`src/rtl/reg_bus_arbiter.sv`:
```
// Round-robin arbiter for the shared register-select mux. It grants one of four register-read
// clients, drives the mux select lines, caps ownership at MAX_HOLD cycles and inserts one dead cycle.
module reg_bus_arbiter #(
    parameter int MAX_HOLD = 8,
    parameter int HOLD_W   = 4
) (
    input  logic       sys_clk,
    input  logic       sys_rst,
    input  logic [3:0] req,
    output logic [3:0] grant,
    output logic       I11,
    output logic       I10,
    output logic       bus_valid,
    output logic       preempt
);

    typedef enum logic [1:0] {
        ST_IDLE,
        ST_GRANT,
        ST_RELEASE
    } state_t;

    localparam logic [HOLD_W-1:0] HOLD_LAST = HOLD_W'(MAX_HOLD - 1);

    state_t            r_state;
    logic [3:0]        r_grant;
    logic [1:0]        r_sel;
    logic              r_bus_valid;
    logic              r_preempt;
    logic [HOLD_W-1:0] r_hold_cnt;
    logic [1:0]        r_last;

    state_t            w_state_nxt;
    logic [3:0]        w_grant_nxt;
    logic [1:0]        w_sel_nxt;
    logic              w_preempt_nxt;
    logic [HOLD_W-1:0] w_hold_nxt;
    logic [1:0]        w_last_nxt;

    logic              w_found;
    logic [1:0]        w_win;
    logic [3:0]        w_owner_mask;
    logic              w_others;

    // The scan starts one past the last owner, so the previous owner is tried last (k == 4 wraps to it).
    always_comb begin
        w_found = 1'b0;
        w_win   = r_last;
        for (int k = 1; k <= 4; k++) begin
            if (!w_found && req[r_last + 2'(k)]) begin
                w_found = 1'b1;
                w_win   = r_last + 2'(k);
            end
        end
    end

    assign w_owner_mask = 4'b0001 << r_last;
    assign w_others     = |(req & ~w_owner_mask);

    always_comb begin
        // NOTE: every combinational output gets a default first; a missed branch would infer a latch.
        w_state_nxt   = r_state;
        w_grant_nxt   = r_grant;
        w_sel_nxt     = r_sel;
        w_preempt_nxt = 1'b0;
        w_hold_nxt    = r_hold_cnt;
        w_last_nxt    = r_last;

        case (r_state)
            ST_IDLE, ST_RELEASE: begin
                if (w_found) begin
                    w_state_nxt = ST_GRANT;
                    w_grant_nxt = 4'b0001 << w_win;
                    w_sel_nxt   = w_win;
                    w_last_nxt  = w_win;
                    w_hold_nxt  = '0;
                end else begin
                    w_state_nxt = ST_IDLE;
                    w_grant_nxt = 4'b0000;
                end
            end

            ST_GRANT: begin
                // A voluntary release takes priority over the hold-limit preemption.
                if (!req[r_last]) begin
                    w_state_nxt = ST_RELEASE;
                    w_grant_nxt = 4'b0000;
                end else if (r_hold_cnt == HOLD_LAST && w_others) begin
                    w_state_nxt   = ST_RELEASE;
                    w_grant_nxt   = 4'b0000;
                    w_preempt_nxt = 1'b1;
                end else if (r_hold_cnt != HOLD_LAST) begin
                    w_hold_nxt = r_hold_cnt + 1'b1;
                end
            end

            default: begin
                w_state_nxt = ST_IDLE;
                w_grant_nxt = 4'b0000;
            end
        endcase
    end

    always_ff @(posedge sys_clk or negedge sys_rst) begin
        if (!sys_rst) begin
            r_state     <= ST_IDLE;
            r_grant     <= 4'b0000;
            r_sel       <= 2'd0;
            r_bus_valid <= 1'b0;
            r_preempt   <= 1'b0;
            r_hold_cnt  <= '0;
            r_last      <= 2'd3;
        end else begin
            // NOTE: non-blocking assignments so every register samples the pre-edge values.
            r_state     <= w_state_nxt;
            r_grant     <= w_grant_nxt;
            r_sel       <= w_sel_nxt;
            r_bus_valid <= |w_grant_nxt;
            r_preempt   <= w_preempt_nxt;
            r_hold_cnt  <= w_hold_nxt;
            r_last      <= w_last_nxt;
        end
    end

    assign grant     = r_grant;
    assign I11       = r_sel[1];
    assign I10       = r_sel[0];
    assign bus_valid = r_bus_valid;
    assign preempt   = r_preempt;

endmodule

```
`config.mk`:
```
export PLATFORM = sky130hd
export DESIGN_NAME = reg_bus_arbiter
export DESIGN_NICKNAME = d
export VERILOG_FILES = /design/src/rtl/reg_bus_arbiter.sv
export SDC_FILE = /design/constraint.sdc
export NUM_CORES = 1
export LEC_CHECK = 0
export ABC_AREA = 1
export ABC_CLOCK_PERIOD_IN_PS = 2100
export CAP_MARGIN = 30
export CORE_MARGIN = 3
export CORE_UTILIZATION = 48
export CTS_CLUSTER_DIAMETER = 60
export DETAILED_ROUTE_END_ITERATION = 10
export PLACE_DENSITY = 0.74
export SYNTH_ARGS = -nofsm -noshare
export SYNTH_HDL_FRONTEND = slang
export SYNTH_SLANG_ARGS = --single-unit
```
`constraint.sdc`:
```
create_clock -name sys_clk -period 2.1 [get_ports sys_clk]
set_input_delay 0.315 -clock sys_clk [delete_from_list [all_inputs] [get_ports sys_clk]]
set_output_delay 0.315 -clock sys_clk [all_outputs]
set_load 0.005 [all_outputs]
```
-- After elaboration in Yosys (flattened, before gate mapping)
Cells that the tools add are included.
- reduce and logical (&&, ||, !) cells: 14
- magnitude comparators: 4
- add/subtract/negate cells: 4
- equal/unequal tests: 9
- muxes and demuxes: 32
- shifts and indexed selects: 2
- bitwise logic cells: 2
- operators with widths (kind ; number):
    $mux 4 ; 7
    $pmux 4 s2 ; 2
    $lt 2x3->1 const B ; 4
    $mux 1 ; 12
    $mux 2 ; 6
    $bmux 1 s2 ; 4
    $ne 2x2->1 const B ; 4
    $reduce_or 4->1 ; 2
    $shl 1x2->4 const A ; 2
    $reduce_and 5->1 ; 1
    $add 2x2->2 const B ; 2
    $add 4x1->4 const B ; 1
    $and 4x4->4 ; 1
    $eq 4x3->1 const B ; 1
    $logic_and 1x1->1 ; 4
    $ne 4x3->1 const B ; 1
    $not 4->4 ; 1
    $pmux 2 s2 ; 1
    $logic_not 1->1 ; 3
    $ne 3x3->1 const B ; 1
    $add 2x1->2 const B ; 1
    $eq 2x1->1 const B ; 1
    $eq 2x2->1 const B ; 1
    $logic_not 2->1 ; 1
    other kinds (3) ; 3
- word-level logic and storage cells: 74
- flip-flop bits (word level): 16

-- Longest topological paths before layout
Gate-level depths: netlist of the first run.
- depth after elaboration: 17
- gate-level depth with buffers: 15

-- Worst setup path after synthesis of the first run
Ideal clock, no wire load.
- path kind: register to register
- start: register r_last[0]
- end: register r_bus_valid, in the netlist bus_valid
- cell stages (with the launch flop): 14
- arrival time: 1937 ps
- required time: 1981 ps
- clock period less this slack: 2055 ps
- path slack: 45 ps
- cells stage by stage: dfstp_2 -> buf_6 -> inv_6 -> ha_1 -> inv_1 -> nand3_1 -> nand2_1 -> nand4_4 -> nand2_4 -> inv_4 -> nand3_1 -> nand2_2 -> nor2_1 -> nand2_1
- word-level cells in the longest chain between the ends: 17
- elaborated cells on any way between the ends: 36
- those cells by class: add/sub (3); shift (2); mux (20); bitwise (2); reduce/logical (9)
- RTL lines (item ; line ; source):
    from (decl) ; 31 ; logic [1:0] r_last;
    from (signal assigned) ; 121 ; r_last <= w_last_nxt;
    $add 2x1->2 ; 50, 52 ;
    $bmux 1 s2 ; 50 ; if (!w_found && req[r_last + 2'(k)]) begin
    $mux 1 (implied by the code) ; 50 ;
    $mux 1 ; 50 ;
    $logic_not 1->1 ; 50 ;
    $logic_and 1x1->1 ; 50 ;
    $mux 1 ; 50 ;
    $logic_not 1->1 ; 50 ;
    [... 2 more ...] ; - ;
    $logic_not 1->1 ; 50 ;
    $logic_and 1x1->1 ; 50 ;
    $mux 2 ; 50 ;
    $shl 1x2->4 ; 73 ; w_grant_nxt = 4'b0001 << w_win;
    $mux 4 ; 71 ; if (w_found) begin
    $pmux 4 s2 * ; 69 ; case (r_state)
    via w_grant_nxt[0] ; 34 ; logic [3:0] w_grant_nxt;
    $reduce_or 4->1 * ; 118 ; r_bus_valid <= |w_grant_nxt;
    to (signal assigned) ; 118 ;
    to (decl) ; 28 ; logic r_bus_valid;
The timed path passes the listed nets; every way through them passes the cells marked *. The select of a mux whose other input is x is not followed.
A chain may end at the register's enable or synchronous reset.

-- Worst setup path after layout of the first run
- start: register r_last[1]
- end: register r_bus_valid, in the netlist bus_valid
Same word-level chain as after synthesis.

==> flow_metrics.tcl, run 1 <==
set metrics [dict create \
    wl_met1_um 1050 \
    status "finished clean" \
    setup_violations 0 \
    cts_setup_buffers 0 \
    synth.avg_cell_area_um2 7.78 \
    cp.depth 13 \
    worst-endpoint-required_ps 2280 \
    final_nets 172 \
    antenna_cells 0 \
    hp-class "input port to asynchronous set/reset pin" \
    yosys.area.top_type_share_pct 32.1 \
    cts-root-buf "clkbuf_4" \
    crit_path_end_kind "flop" \
    slowest_stage "dfstp_2" \
    routed.top_layer "met3" \
    grt_pass1_wl_um 3520 \
    grt_usage_pct 16.8 \
    dpl_cell_area_um2 1270 \
    fin_setup_tns_ps 0 \
    maxCapViolations 0 \
    path_common_cell "nand2_4" \
    critPathTopFamily "simple AND/OR/NAND/NOR gates" \
    synth_cell_types 23 \
    clock_latency_ps 280 \
    place_congestion 0.933 \
    finalCritPeriodShare_pct 93.7 \
    fin_area_um2 1330 \
    crit_path_max_fanout 9 \
    hold_ws_ps 434 \
    cts_sinks 16 \
    critPathBufInv 4 \
    synthTopCellsByArea "dfrtp_1 (32%), nand2_1 (13%), nand2_2 (6.9%)" \
    dr.pass1.iters 4 \
    yosysMostFrequentCell "nand2_1" \
    initial_core_util_pct 52.9 \
    vias 936 \
    yosys_most_used_dff "dfrtp_1" \
    netlist_top_cells_count "nand2_1 (39), dfrtp_1 (14), inv_1 (13)" \
    hold_viol_final 0 \
    finalCriticalPeriod_ps 1970 \
    grt_max_degree 17 \
    hpwl_um 1610 \
    synth_edf_count 0 \
    setup.worst_path.class "flop to flop" \
    vias_per_cell 5.01 \
    synthArstFlopShare_pct 100 \
    synth_seq_cells 16 \
    route.met2.wl_um 885 \
    ant_nets 0 \
    clkTransAtPathRegs_ps 90 \
    drtIter0Drc 19 \
    rsz0062_at_grt "false" \
    cts_buffers 3 \
    wl_met3_um 118 \
    core_area_um2 2060 \
    ioPinCount 14 \
    worst_slew_pin_slew_ps 667 \
    die_x_um 53.7 \
    syn_nets 151 \
    relSlewSlack_pct 55.4 \
    cp.arrival_ps 2150 \
    syn_area_um2 1090 \
    synthCells 140 \
    htreeDepth 1 \
    p_leak_nw 0.659 \
    syn2layout_area_growth_pct 21.7 \
    die_h_um 53.7 \
    yosysSeqAreaShare_pct 37.0 \
    drt-total-wl_um 2060 \
    ir_drop_mv 1.07 \
    finalClockSkew_ps 5.68 \
    fmax_ghz 0.508 \
    antenna_found_initial 0 \
    die_area_um2 2880 \
    power_density_nw_per_um2 1780 \
    crit_chain "inv_1, ha_4, inv_2, nand2_4, nand2_4, inv_4, nand4_4, nand2_4, inv_4, nand3_1, nand2_2, nor2_1, nand2_1" \
    wl_per_cell_um 11.0 \
    portBuffers 13 \
    final_layout_size_suffix_gt1_share_pct 26.3 \
    drc 0 \
    cpPeakStageDelay_ps 600 \
    synth.largest_area_cell "dfrtp_1" \
    cts_buffer_depth 2 \
    cp-start-kind "flop" \
    rows 16 \
    reg2reg_depth 13 \
    slew_violations 0 \
    grt.overflow.total 0 \
    first_global_vias 842 \
    yosysWarnings 0 \
    cts_tree "built" \
]
-- final timing paths --
check	start	endpoint	slack, ps
min in group sys_clk	r_sel[0]	r_sel[0]	490
max	r_last[1]	bus_valid	130
min reg2reg	r_sel[0]	r_sel[0]	490
max in group asynchronous	sys_rst	r_state[1]	1240
max reg2reg	r_last[1]	bus_valid	130
min	sys_rst	r_hold_cnt[3]	430
-- cell usage in the layout (no fill, tap or decap), drive strengths merged --
master,instances
nand4,4
nand2,56
inv,17
nand3,14
o21ai,5
dfrtp,14
a21oi,5
nor3,1
clkbuf,4
buf,4
ha,5
dfstp,2
nor2,14
o22ai,2
clkdlybuf4s50,13
-- routing by layer --
layer / up-vias / GRT usage [%]
met2: 23 / 25.7
met5: - / 0
met1: 427 / 22.8
met4: 0 / 2.55
met3: 0 / 6.37
li1: 486 / -
-- kinds of logic (layout without fill, tap and decap cells) --
kind of cell    Yosys count  count (layout)  synth area share [%]
simple gates             89              89                  43.4
compound gates           12              12                  6.08
flops                    16              16                  37.0
buf+inv                  18              38                  7.81
fa+ha+maj                 5               5                  5.74
-- layout make-up --
class / instances / area, um^2
clock buffer: 4 / 36.3
fill: 174 / 736
sequential: 16 / 403
timing repair buffer: 17 / 160
multi-input combinational: 106 / 619
inverter: 17 / 73.8
tap: 27 / 33.8
-- power by group --
group	internal (mW)	switching [mW]	total (mW)
combinational	0.626	1.02	1.64
sequential	0.451	0.0764	0.528
clock	0.105	0.0901	0.196
total	1.18	1.18	2.37
-- worst register-to-register path, cell delays in order (launching register included) --
cell and delay (ps):
dfstp_2 600, inv_1 90, ha_4 300, inv_2 60, nand2_4 90, nand2_4 60, inv_4 80, nand4_4 80
nand2_4 150, inv_4 50, nand3_1 70, nand2_2 50, nor2_1 120, nand2_1 60
-- flip-flops by register name, indices dropped and copies added, names as in the netlist --
signal and flops:
bus_valid 1, grant 4, preempt 1, r_hold_cnt 4
r_last 2, r_sel 2, r_state 2
-- stage by stage --
stage | std cells | util [%] | power (mW) | setup slack [ps]
6_report | 187 | 64.3 | 2.37 | 132
5_1_grt | 187 | 64.3 | 2.61 | 10.7
4_1_cts | 187 | 63.5 | 2.34 | 40.8
3_5_place_dp | 183 | 61.7 | 2.12 | 11.4
3_3_place_gp | 183 | 61.7 | 2.10 | 71.7
2_1_floorplan | 140 | - | 1.73 | 44.8
-- timing repair --
item / in CTS / in global routing
pin swaps: 0 / 0
setup endpoints to repair: 1 / 4
hold buffers: 0 / 0
gates resized for setup: 1 / 4
Power figures use the tool's default switching activity.
==> inputs of run 2 (changes only) <==
--- a/config.mk
+++ b/config.mk
@@ -12,7 +12,8 @@
 export CORE_UTILIZATION = 48
 export CTS_CLUSTER_DIAMETER = 60
 export DETAILED_ROUTE_END_ITERATION = 10
-export PLACE_DENSITY = 0.74
+export PLACE_DENSITY = 0.82
+export SKIP_LAST_GASP = 1
 export SYNTH_ARGS = -nofsm -noshare
 export SYNTH_HDL_FRONTEND = slang
 export SYNTH_SLANG_ARGS = --single-unit
==> run 2 against run 1 <==
Compared with the run above:
- sequential power is 1% lower
- clock skew shrank 1.3 ps
- final cell count rose by 1.6%
- largest power group unchanged
- highest routed layer is now met4
==> flow_metrics.tcl, run 2 (synthesis gave the netlist of run 1 again) <==
set metrics [dict create \
    cp.arrival_ps 2090 \
    fin_area_um2 1360 \
    slowest_stage "dfstp_2" \
    cts_buffers 3 \
    die_area_um2 2880 \
    final_cell_mix "nand2_1 (39), dfrtp_1 (14), clkdlybuf4s50_1 (13)" \
    p_leak_nw 0.674 \
    hpwl_um 1830 \
    wl_per_cell_um 12.7 \
    rows 16 \
    status "finished clean" \
    final_nets 175 \
    fin_setup_tns_ps 0 \
    antenna_cells 0 \
    hp-class "input port to asynchronous set/reset pin" \
    pwr-share-clk_pct 8.1 \
    cts_sinks 16 \
    ioPinCount 14 \
    finalCoreUtilization_pct 65.9 \
    p_int_mw 1.21 \
    grt_pass1_wl_um 4020 \
    worst-endpoint-required_ps 2280 \
    multi_input_area_um2 637 \
    grt_util_met2_pct 32.0 \
    clkTransAtPathRegs_ps 90 \
    ir_drop_mv 1.14 \
    place_congestion 0.858 \
    syn2layout_area_growth_pct 24.7 \
    layout_commonest_cell "nand2_1" \
    setup_violations 0 \
    reg2reg_depth 13 \
    swShare_pct 51.3 \
    slew_violations 0 \
    drc 0 \
    power_density_nw_per_um2 1820 \
    die_h_um 53.7 \
    clock_latency_ps 280 \
    vias_per_cell 5.02 \
    hold_ws_ps 429 \
    nFillCells 177 \
    cp-start-kind "flop" \
    crit_path_max_fanout 5 \
    register_area_um2 403 \
    instances_no_fill 190 \
    antenna_found_initial 0 \
    final_layout_size_suffix_gt1_share_pct 27.0 \
    initial_core_util_pct 52.9 \
    met1_usage_pct 26.0 \
    finalCritPeriodShare_pct 90.8 \
    first_global_vias 897 \
    fmax_ghz 0.525 \
    die_x_um 53.7 \
    finalCriticalPeriod_ps 1910 \
    cts-root-buf "clkbuf_4" \
    portBuffers 13 \
    groute.layer.met3.usage_pct 1.94 \
    cpPeakStageDelay_ps 540 \
    cts_buffer_depth 2 \
    rsz0062_at_grt "false" \
    top_usage_layer "met2" \
    drtIter0Drc 22 \
    worst_slew_pin_slew_ps 668 \
    setup.worst_path.class "flop to flop" \
    finalClockSkew_ps 4.39 \
    crit_chain "inv_1, ha_4, inv_2, nand2_4, nand2_4, inv_4, nand4_4, nand2_8, inv_4, nand3_1, nand2_2, nor2_1, nand2_1" \
    drt-total-wl_um 2410 \
    dpl_cell_area_um2 1280 \
    core_area_um2 2060 \
    cts_tree "built" \
    relSlewSlack_pct 55.3 \
    maxCapViolations 0 \
    htreeDepth 1 \
    vias 954 \
    p_seq_share_pct 21.1 \
    p_sw_mw 1.27 \
    dr.pass1.iters 4 \
    grt.overflow.total 0 \
    grt_usage_pct 19.2 \
    grt_max_degree 17 \
    hold_viol_final 0 \
    ant_nets 0 \
    placed_cells 184 \
    crit_path_end_kind "flop" \
    combinationalPowerShare_pct 70.8 \
]
run 2: power by group through the flow:
stage          clock network [mW]  registers, mW  logic, mW
3_5_place_dp                    0          0.528       1.63
6_report                    0.202          0.522       1.75
3_3_place_gp                    0          0.521       1.61
2_1_floorplan                   0          0.523       1.20
4_1_cts                     0.209          0.523       1.65
5_1_grt                     0.217          0.536       1.95
run 2: worst paths after layout:
path	startpoint	endpoint	slack (ps)
worst max-delay path	r_last[1]	bus_valid	190
worst min-delay path	sys_rst	grant[2]	430
worst max register to register	r_last[1]	bus_valid	190
worst min register to register	r_sel[0]	r_sel[0]	520
max in group asynchronous	sys_rst	r_state[1]	1250
min in group sys_clk	r_sel[0]	r_sel[0]	520
run 2: worst max-delay path: cells and delay by family, from the launching register on:
family                     cells  cell delay (ps)
DFF                            1              540
and+or+nand+nor                8              730
adders and majority gates      1              290
buffers and inverters          4              250
run 2: metal layers:
| layer | vias up | wire length [um] |
|---|---|---|
| li1 | 495 | - |
| met1 | 431 | 1140 |
| met2 | 23 | 1160 |
| met3 | 5 | 82 |
| met4 | 0 | 30 |
| met5 | - | 0 |
run 2: timing repair:
action | in CTS | in global routing
hold buffers | 0 | 0
buffers inserted | 0 | 1
hold endpoints to repair | 0 | 0
endpoints found under the setup margin | 0 | 2
gates resized for setup | 0 | 4
run 2: area by class of cell:
| class | count | area share [%] |
|---|---|---|
| clock buffer | 4 | 2.67 |
| inverter | 17 | 5.43 |
| multi-input combinational | 107 | 46.9 |
| sequential | 16 | 29.7 |
| tap | 27 | 2.49 |
| timing repair buffer | 19 | 12.9 |
run 2: per-stage QoR:
stage	worst slack [ps]	power, mW
5_1_grt	43.2	2.70
3_5_place_dp	102	2.16
3_3_place_gp	148	2.13
2_1_floorplan	44.8	1.73
6_report	194	2.48
4_1_cts	85.1	2.38
==> inputs of run 3 (changes only) <==
--- a/config.mk
+++ b/config.mk
@@ -9,10 +9,11 @@
 export ABC_CLOCK_PERIOD_IN_PS = 2100
 export CAP_MARGIN = 30
 export CORE_MARGIN = 3
-export CORE_UTILIZATION = 48
+export CORE_UTILIZATION = 51
+export CTS_BUF_LIST = sky130_fd_sc_hd__clkbuf_8
 export CTS_CLUSTER_DIAMETER = 60
 export DETAILED_ROUTE_END_ITERATION = 10
-export PLACE_DENSITY = 0.82
+export PLACE_DENSITY = 0.85
 export SKIP_LAST_GASP = 1
 export SYNTH_ARGS = -nofsm -noshare
 export SYNTH_HDL_FRONTEND = slang
==> run 3 against run 2 <==
Compared with the run above:
- non-clock buffer count shrank 2
- routed wire length shrank 0.91%
- final cell count shrank 1.6%
- critical path depth shrank 1
- flip-flop and latch count is the same
- critical path type unchanged
- largest cell class unchanged
- largest power group unchanged
- highest routed layer unchanged
==> flow_metrics.tcl, run 3 (synthesis gave the netlist of run 1 again) <==
set metrics [dict create \
    r2r_setup_slack_ps 140 \
    rows 16 \
    cpPeakStageDelay_ps 570 \
    hold_ws_ps 488 \
    wl_per_cell_um 12.8 \
    hold_viol_final 0 \
    place_congestion 0.916 \
    finalCriticalPeriod_ps 1960 \
    setup.worst_path.class "flop to flop" \
    cts_buffer_depth 2 \
    status "finished clean" \
    fin_setup_tns_ps 0 \
    syn2layout_area_growth_pct 23.0 \
    grt_usage_pct 20.4 \
    core_area_um2 2000 \
    vias 981 \
    critPathTopFamily "simple AND/OR/NAND/NOR gates" \
    relSlewSlack_pct 52.9 \
    antenna_found_initial 0 \
    die_area_um2 2730 \
    power_density_nw_per_um2 1850 \
    initial_core_util_pct 54.4 \
    die_h_um 52.2 \
    clock_latency_ps 250 \
    cts-root-buf "clkbuf_8" \
    p_leak_nw 0.667 \
    grt_pass1_wl_um 4130 \
    crit_path_end_kind "flop" \
    ant_nets 0 \
    finalCoreUtilization_pct 66.9 \
    final_cell_mix "nand2_1 (39), dfrtp_1 (14), clkdlybuf4s50_1 (13)" \
    fin_area_um2 1340 \
    die_x_um 52.2 \
    drt-total-wl_um 2390 \
    maxCapViolations 0 \
    worst_slew_pin_slew_ps 705 \
    rsz0062_at_grt "false" \
    cts_tree "built" \
    final_nets 172 \
    drc 0 \
    ir_drop_mv 1.10 \
    crit_chain "inv_6, ha_4, buf_4, nand3_1, nand2_1, nand4_4, nand2_4, inv_4, nand3_1, nand2_2, nor2_1, nand2_1" \
    reg2reg_depth 12 \
    hold_buffers 0 \
    cp-start-kind "flop" \
    slew_violations 0 \
    cts_buffers 3 \
    antenna_cells 0 \
    final_layout_size_suffix_gt1_share_pct 25.0 \
    fmax_ghz 0.509 \
    critPathBufInv 3 \
    crit_path_max_fanout 9 \
    power_mw 2.48 \
    clkTransAtPathRegs_ps 60 \
    first_global_vias 990 \
    hpwl_um 1870 \
    drtIter0Drc 22 \
    slowest_stage "dfstp_2" \
    setup_violations 0 \
    worst-endpoint-required_ps 2240 \
    cp.depth 12 \
    cp.arrival_ps 2110 \
    portBuffers 13 \
    hp-class "input port to asynchronous set/reset pin" \
    grt_max_degree 17 \
    grt.overflow.total 0 \
    ioPinCount 14 \
    cts_sinks 16 \
    htreeDepth 1 \
    finalCritPeriodShare_pct 93.5 \
    dr.pass1.iters 4 \
    vias_per_cell 5.25 \
    layout_commonest_cell "nand2_1" \
    finalClockSkew_ps 0.968 \
    dpl_cell_area_um2 1270 \
]
==> run 3: cell type report <==
type,count,area (um^2)
Fill cell,150,662
Multi-Input combinational cell,106,614
Sequential cell,16,403
Timing Repair Buffer,17,160
Inverter,17,73.8
Clock buffer,4,55.1
Tap cell,27,33.8
==> run 3: metrics by stage <==
step | setup slack (ps) | instances
global placement | 118 | 183
CTS | 30.9 | 187
global route | 21.3 | 187
finish | 136 | 187
detailed placement | 41.3 | 183
floorplan | 44.8 | 140
==> run 3: final timing paths <==
| kind | startpoint | to |
|---|---|---|
| min in group sys_clk | r_sel[1] | r_sel[1] |
| setup / recovery | r_last[0] | bus_valid |
| setup reg to reg | r_last[0] | bus_valid |
| max in group asynchronous | sys_rst | r_sel[0] |
| hold / removal | sys_rst | r_hold_cnt[2] |
| hold reg to reg | r_sel[1] | r_sel[1] |
==> run 3: what timing repair did <==
action / CTS / global route
setup endpoints to repair: 0 / 2
buffers inserted: 0 / 0
gates resized for setup: 0 / 2
==> run 3: routing by layer <==
| metal | track usage (%) | wire length (um) |
|---|---|---|
| met1 | 23.6 | 1080 |
| met4 | 8.94 | 56 |
| met5 | 0 | 0 |
| met3 | 5.70 | 144 |
| met2 | 34.7 | 1110 |
==> run 3: report_power, final <==
group	total [mW]	switching (mW)	internal [mW]
Clock	0.271	0.105	0.166
Sequential	0.520	0.0687	0.452
Combinational	1.69	1.07	0.621
